$ cat src/rtl/sift_sequencer.sv
// sift_sequencer: runs the four SIFT stages in order with per-stage watchdog and sticky fault reporting
module sift_sequencer #(
  parameter int TIMEOUT_CYCLES = 2**20,
  parameter int RUN_CNT_WIDTH  = 32
) (
  input  logic                     clk,
  input  logic                     rst_in,
  input  logic                     start,
  input  logic                     abort,
  output logic [3:0]               stage_start,
  input  logic [3:0]               stage_done,
  input  logic [3:0]               stage_error,
  output logic [1:0]               bram_owner,
  output logic                     busy,
  output logic                     sift_done,
  output logic                     fault,
  output logic [2:0]               fault_code,
  output logic [2:0]               state_num,
  output logic [RUN_CNT_WIDTH-1:0] run_cycles
);
  localparam int WD_W = TIMEOUT_CYCLES > 1 ? $clog2(TIMEOUT_CYCLES) : 1;
  typedef enum logic [2:0] {IDLE = 3'd0, PYR, GRAD, KEYS, DESC, DONE, FAULT} state_t;
  state_t          state, nxt;
  logic [WD_W-1:0] wd;
  logic [1:0]      s, nxt_s;
  logic [2:0]      code_n;
  logic            in_stage, nxt_stage, entry, timeout, accept;
  assign s         = 2'(state - PYR);
  assign nxt_s     = 2'(nxt - PYR);
  assign in_stage  = state inside {PYR, GRAD, KEYS, DESC};
  assign nxt_stage = nxt inside {PYR, GRAD, KEYS, DESC};
  // a nonzero stage_start register marks the entry cycle of the current stage
  assign entry     = |stage_start;
  assign timeout   = wd == WD_W'(TIMEOUT_CYCLES - 1);
  assign accept    = nxt == PYR && state != PYR;
  assign state_num = state;
  always_comb begin
    nxt    = state;
    code_n = fault_code;
    if (state == IDLE) nxt = start && !abort ? PYR : IDLE;
    else if (state == DONE) nxt = IDLE;
    else if (state == FAULT) nxt = abort ? IDLE : start ? PYR : FAULT;
    else if (abort) nxt = IDLE;
    else if (stage_error[s]) begin
      nxt    = FAULT;
      code_n = {1'b0, s};
    end else if (stage_done[s] && !entry) nxt = state_t'(state + 3'd1);
    else if (timeout) begin
      nxt    = FAULT;
      code_n = {1'b1, s};
    end
  end
  always_ff @(posedge clk) begin
    if (rst_in) begin
      state       <= IDLE;
      stage_start <= '0;
      bram_owner  <= '0;
      busy        <= 1'b0;
      sift_done   <= 1'b0;
      fault       <= 1'b0;
      fault_code  <= '0;
      run_cycles  <= '0;
      wd          <= '0;
    end else begin
      state       <= nxt;
      stage_start <= nxt_stage && nxt != state ? 4'b0001 << nxt_s : 4'b0000;
      bram_owner  <= nxt_stage ? nxt_s : 2'd0;
      busy        <= nxt_stage;
      sift_done   <= nxt == DONE;
      fault       <= nxt == FAULT;
      fault_code  <= nxt == FAULT ? code_n : 3'd0;
      wd          <= in_stage && nxt == state ? wd + WD_W'(1) : '0;
      run_cycles  <= accept ? '0 : in_stage && !(&run_cycles) ? run_cycles + RUN_CNT_WIDTH'(1) : run_cycles;
    end
  end
endmodule
$ cat config.mk
export PLATFORM = sky130hd
export DESIGN_NAME = sift_sequencer
export DESIGN_NICKNAME = d
export VERILOG_FILES = /design/src/rtl/sift_sequencer.sv
export SDC_FILE = /design/constraint.sdc
export NUM_CORES = 1
export LEC_CHECK = 0
export CELL_PAD_IN_SITES_DETAIL_PLACEMENT = 1
export CELL_PAD_IN_SITES_GLOBAL_PLACEMENT = 1
export CORE_MARGIN = 3
export CORE_UTILIZATION = 40
export CTS_CLUSTER_SIZE = 20
export DETAILED_ROUTE_END_ITERATION = 10
export PLACE_DENSITY = 0.91
export SYNTH_ARGS = -nofsm -noshare
export SYNTH_HDL_FRONTEND = slang
export SYNTH_SLANG_ARGS = --single-unit
export TNS_END_PERCENT = 1
$ cat constraint.sdc
create_clock -name clk -period 4.1 [get_ports clk]
set_input_delay 1.23 -clock clk [delete_from_list [all_inputs] [get_ports clk]]
set_output_delay 1.23 -clock clk [all_outputs]
set_load 0.05 [all_outputs]
After elaboration in Yosys (flattened, before gate mapping) --
Cells that the tools add are included.
Cells by class: add/subtract/negate cells 5, magnitude comparators 1, eq/ne operators 17, shift-type cells 1, mux-type cells 17, bitwise gates (word level) 8, reductions and logical operators 21
Operators with widths (count):
- 3-bit two-way mux | 12
- 32-bit by 1-bit adder with 32-bit output, second input constant | 1
- 32-bit AND reduction | 1
- 20-bit by 1-bit adder with 20-bit output, second input constant | 1
- 20-bit == test, second input constant | 1
- 3-bit == test, second input constant | 6
- 3-bit by 2-bit == test with 1-bit output, second input constant | 4
- 2-bit OR reduction | 5
- 1-bit inverter | 8
- 4-bit nonzero test | 2
- 3-bit by 1-bit == test with 1-bit output, second input constant | 2
- 1-bit logical AND | 6
- 6-bit AND reduction | 1
- 1-bit binary-select mux with 2-bit select | 2
- 4-bit OR reduction | 1
- 1-bit by 2-bit left shift with 4-bit output, first input constant | 1
- 2-bit by 1-bit subtractor with 2-bit output, second input constant | 2
- 3-bit by 1-bit adder with 3-bit output, second input constant | 1
- 3-bit == test | 1
- 1-bit logical NOT | 3
- 3-bit logical NOT | 1
- 2-bit by 3-bit < comparator with 1-bit output, second input constant | 1
- 1-bit two-way mux | 3
- 3-bit by 1-bit != test with 1-bit output, second input constant | 1
- 3 further kinds | 3
Storage, ports and cells: flip-flop bits (word level) 67, input port bits 12

Depth between registers and ports, before layout --
depth after elaboration 15, mapped depth 15, mapped depth without buffers 13

Worst setup path before layout --
No wires, ideal clock.
kind register -> register, start register state[0] (netlist: state_num[0]), end register stage_start[1], data arrival time 3.591 ns, slack 0.413 ns, stages on the path, launching flop included 16, cells stage by stage dfxtp_1 -> buf_6 -> inv_1 -> ha_1 -> buf_2 -> mux4_2 -> and2_1 -> a311oi_1 -> o21ai_0 -> a21oi_1 -> or2_2 -> ha_1 -> nor3_1 -> a221oi_1 -> o211a_1 -> nor4b_1
Between the ends: cells in the longest elaborated chain, start to end 15, elaborated cells on any way between the ends 28
RTL lines:
- start, declared | RTL line 23 | state_t state, nxt;
- start signal, assigned | RTL line 65 | state <= nxt;
- 2-bit by 1-bit subtractor with 2-bit output * | RTL line 28 | assign s = 2'(state - PYR);
- via s[0] | RTL line 25 | logic [1:0] s, nxt_s;
- 1-bit binary-select mux with 2-bit select | RTL line 47 | end else if (stage_done[s] && !entry) nxt = state_t'(state + 3'd1);
- 1-bit two-way mux (implied by the code) | RTL line 47
- 1-bit logical AND | RTL line 47
- 3-bit two-way mux | RTL line 47
- 3-bit two-way mux * | RTL line 44 | else if (stage_error[s]) begin
- 3-bit two-way mux * | RTL line 43 | else if (abort) nxt = IDLE;
- 3-bit two-way mux * | RTL line 42 | else if (state == FAULT) nxt = abort ? IDLE : start ? PYR : FAULT;
- 3-bit two-way mux * | RTL line 41 | else if (state == DONE) nxt = IDLE;
- 3-bit two-way mux * | RTL line 40 | if (state == IDLE) nxt = start && !abort ? PYR : IDLE;
- 3-bit by 1-bit == test with 1-bit output (tied with other cells) | RTL line 31 | assign nxt_stage = nxt inside {PYR, GRAD, KEYS, DESC};
- 4-bit nonzero test | RTL line 31
- 1-bit logical AND | RTL line 66 | stage_start <= nxt_stage && nxt != state ? 4'b0001 << nxt_s : 4'b0000;
- 1-bit inverter (no source line)
- 2-bit OR reduction (no source line)
- end signal, assigned | RTL line 66
- end, declared | RTL line 10 | output logic [3:0] stage_start,
Mark *: on every way through the listed nets, which the timed path passes. The rest lies on a longest branch. The select of a mux whose other input is x is not followed. A chain may end at the register's enable or synchronous reset.

Final worst setup path --
start input port stage_done[0], end register bram_owner[1]
Between the ends: cells in the longest elaborated chain, start to end 13, elaborated cells on any way between the ends 17
RTL lines:
- start, declared | RTL line 11 | input logic [3:0] stage_done,
- 1-bit binary-select mux with 2-bit select * | RTL line 47
- 1-bit two-way mux (implied by the code) * | RTL line 47
- 1-bit logical AND * | RTL line 47
- 3-bit two-way mux * | RTL line 47
- 3-bit two-way mux * | RTL line 44
- 3-bit two-way mux * | RTL line 43
- 3-bit two-way mux * | RTL line 42
- 3-bit two-way mux * | RTL line 41
- 3-bit two-way mux * | RTL line 40
- via nxt[1] | RTL line 23
- 3-bit by 1-bit == test with 1-bit output (tied with other cells) | RTL line 31
- 4-bit nonzero test | RTL line 31
- 1-bit inverter (no source line)
- 2-bit OR reduction (no source line)
- end signal, assigned | RTL line 67 | bram_owner <= nxt_stage ? nxt_s : 2'd0;
- end, declared | RTL line 13 | output logic [1:0] bram_owner,
Marks and branches as above.

==> results.cfg <==
[yosys]
synth_area_leaders = dfxtp_1 37%, xnor2_1 7.5%, nor2_1 5.6%
yosysWarnings = 0
yosysTopAreaCell = dfxtp_1
syn_nets = 437
mappedNetlistArea_um2 = 3630
ys_seq_area_share_pct = 37.0
yosys.cell_types.count = 57
synth_ff_type = dfxtp_1
synthCells = 415
ys_async_sr_fraction_pct = 0
synth_edf_count = 0
ys_ff_latch = 67
avgSynthCellArea_um2 = 8.74
synth_top_cell_area_share_pct = 37.0

[placed_design]
routabilityCongestion = 0.934
dp.cells = 583
io_buffers = 58
dp_hpwl_um = 7650
pre_cts_ws_ns = -0.176
dpl_cell_area_um2 = 4400

[run_status]
status = completed

[routing]
vias_per_cell = 5.64
vias = 3391
avgRoutedWirePerCell_um = 17.9
drc_errors = 0
finalWirelength_um = 10700
drt_iter0_drc = 171
dr.pass1.iters = 4
ant_nets = 0

[timing]
skew_ns = 0.0157
fin_crit_sh_pct = 96.7
max-slew-margin-rel_pct = 62.4
fmax_mhz = 252
slew_viol_final = 0
tightest_slew_ns = 0.559
hold_violations = 0
setup_viol = 0
fin_crit_ns = 3.96
fin_hold_ws_ns = 0.520
setup_ws_ns = 0.136

[grt]
grt_pass1_vias = 3639
gr-usage-met1_pct = 25.5
track_usage_pct = 21.2
busiest_layer = met2
grt_pass1_wl_um = 17500
grt_max_degree = 33
grt_use_met3_pct = 3.99
grt-ovfl-total = 0
grt_antenna_before_repair = 0
met2_usage_pct = 37.8

[clocking]
cts.sinks = 67
ctsHoldBuffers = 0
cts.path.max_buffers = 2
cts_tree = yes
path_clk_slew_ns = 0.07
worst_skew_pair.late_latency_ns = 0.36
cts-root-buf = clkbuf_8
cts_buffers = 9
htree_levels = 3

[critical_path]
crit_fanout = 4
cp_cell_sequence = clkdlybuf4s50_1 -> mux4_2 -> and2_1 -> a311oi_1 -> o21ai_1 -> a21oi_2 -> nor2_1 -> ha_1 -> nor3_1 -> a221oi_1 -> o211a_1 -> buf_4 -> and2_1
required_ns = 4.34
end_kind = flip-flop
worstSetupPathType = input pin to flip-flop
crit_top_cell = and2_1
r2r_start = state_num[0]
path_delay_family = compound AO/OA/AOI/OAI gates
cp-startpoint = stage_done[0]
cp_num_buf_inv = 2
crit_path_max_incr_delay_ns = 0.50
critPathLaunchType = input pin
cp_slowest_cell = mux4_2
arrival_ns = 4.20
reg2reg_slack_ns = 0.56

[finish]
layout_commonest_cell = dfxtp_1
layoutNonFillerInstCount = 601
stdcell_area_um2 = 4590
layout_common_cells = 67 x dfxtp_1, 58 x clkdlybuf4s50_1, 54 x nor2_1
nNetsFinal = 510
area_growth_pct = 26.5
diodes = 0
layout-drive-gt1-share_pct = 11.0

[floorplanning]
core_um2 = 8760
die_area_um2 = 10200
start_util_pct = 41.4
io_pins = 59
die_w_um = 101
die_y_um = 101
fp-row-count = 34

[flow_run]
cap_viol_max_count = 0

[pwr]
power_density_nw_per_um2 = 287
leakagePower_nw = 1.54
finalPower_mw = 1.32
ir_worst_vdd_uv = 191

[worst_hold_path]
hold_class = flip-flop to flip-flop
hold_start = fault_code[2]
[worst register-to-register path: cells and delay by family (launching register included)]
kind	cells	cell delay [ns]
adder cells (fa/ha/maj)	2	0.77
flip-flops	1	0.34
multiplexers	1	0.39
AND/OR/NAND/NOR	4	0.77
buffers and inverters	2	0.26
AO/OA/AOI/OAI	5	0.91
[cells by family (layout without fill, tap and decap cells)]
kind of cell | count (synthesis) | in the layout | share of synthesized area [%]
AND/OR/NAND/NOR | 205 | 205 | 30.4
adder cells (fa/ha/maj) | 10 | 10 | 3.45
flip-flops | 67 | 67 | 37.0
multiplexers | 14 | 14 | 4.62
AO/OA/AOI/OAI | 41 | 41 | 8.83
buffers and inverters | 30 | 108 | 4.14
XOR/XNOR | 48 | 48 | 11.6
[final timing paths]
kind | endpoint | depth (start not counted)
min reg2reg | fault_code[2] | 2
min | fault_code[2] | 2
max | bram_owner[1] | 13
max reg2reg | bram_owner[1] | 14
[per-stage QoR]
stage          setup TNS [ns]  util [%]
3_5_place_dp           -0.892      50.2
5_1_grt                -0.157      52.3
6_report                    0      52.3
2_1_floorplan               0         -
3_3_place_gp           -0.155      50.2
4_1_cts                     0      52.0
[flip-flops by register name (all words and copies together) (netlist names)]
register,flops
bram_owner,2
busy,1
fault,1
fault_code,3
run_cycles,32
sift_done,1
stage_start,4
state_num,3
wd,20
[cells in the mapped netlist (all sizes together) (2+ instances only)]
cell / instances
o2111a: 2
inv: 13
o2111ai: 3
or2: 4
nor3: 33
a21oi: 7
and3: 6
a41oi: 2
nor2b: 4
nand2: 22
and4: 10
xor2: 17
and2: 10
nor4b: 3
a211oi: 3
a211o: 3
ha: 10
nand4: 15
o21ai: 7
nand3: 22
buf: 13
mux4: 2
nor2: 55
xnor2: 31
clkbuf: 4
o211a: 2
nor3b: 3
mux2i: 10
dfxtp: 67
a2111o: 2
nor4: 9
nand2b: 4
mux2: 2
[power breakdown]
part	switching, mW	internal, mW
clock network	0.260	0.217
registers	0.00497	0.656
logic	0.104	0.0751
total	0.369	0.948
[final cells by class]
cell class,count,area (µm²)
fill,1054,4180
multi-input combinational,318,2150
sequential,67,1340
clock buffer,11,131
inverter,13,48.8
timing repair buffer,79,751
tap,108,135
clock inverter,5,30.0
[layer usage]
layer / share of wire, % / vias to the layer above
met5: 0 / -
met4: 1.3 / 0
met3: 3.8 / 13
met2: 52 / 76
met1: 42 / 1677
li1: - / 1625
[what timing repair did]
action | in CTS | in global routing
gates resized for setup | 0 | 3
endpoints found under the setup margin | 0 | 6
setup buffers | 0 | 2
No activity file was read; power rests on OpenSTA's default activity.
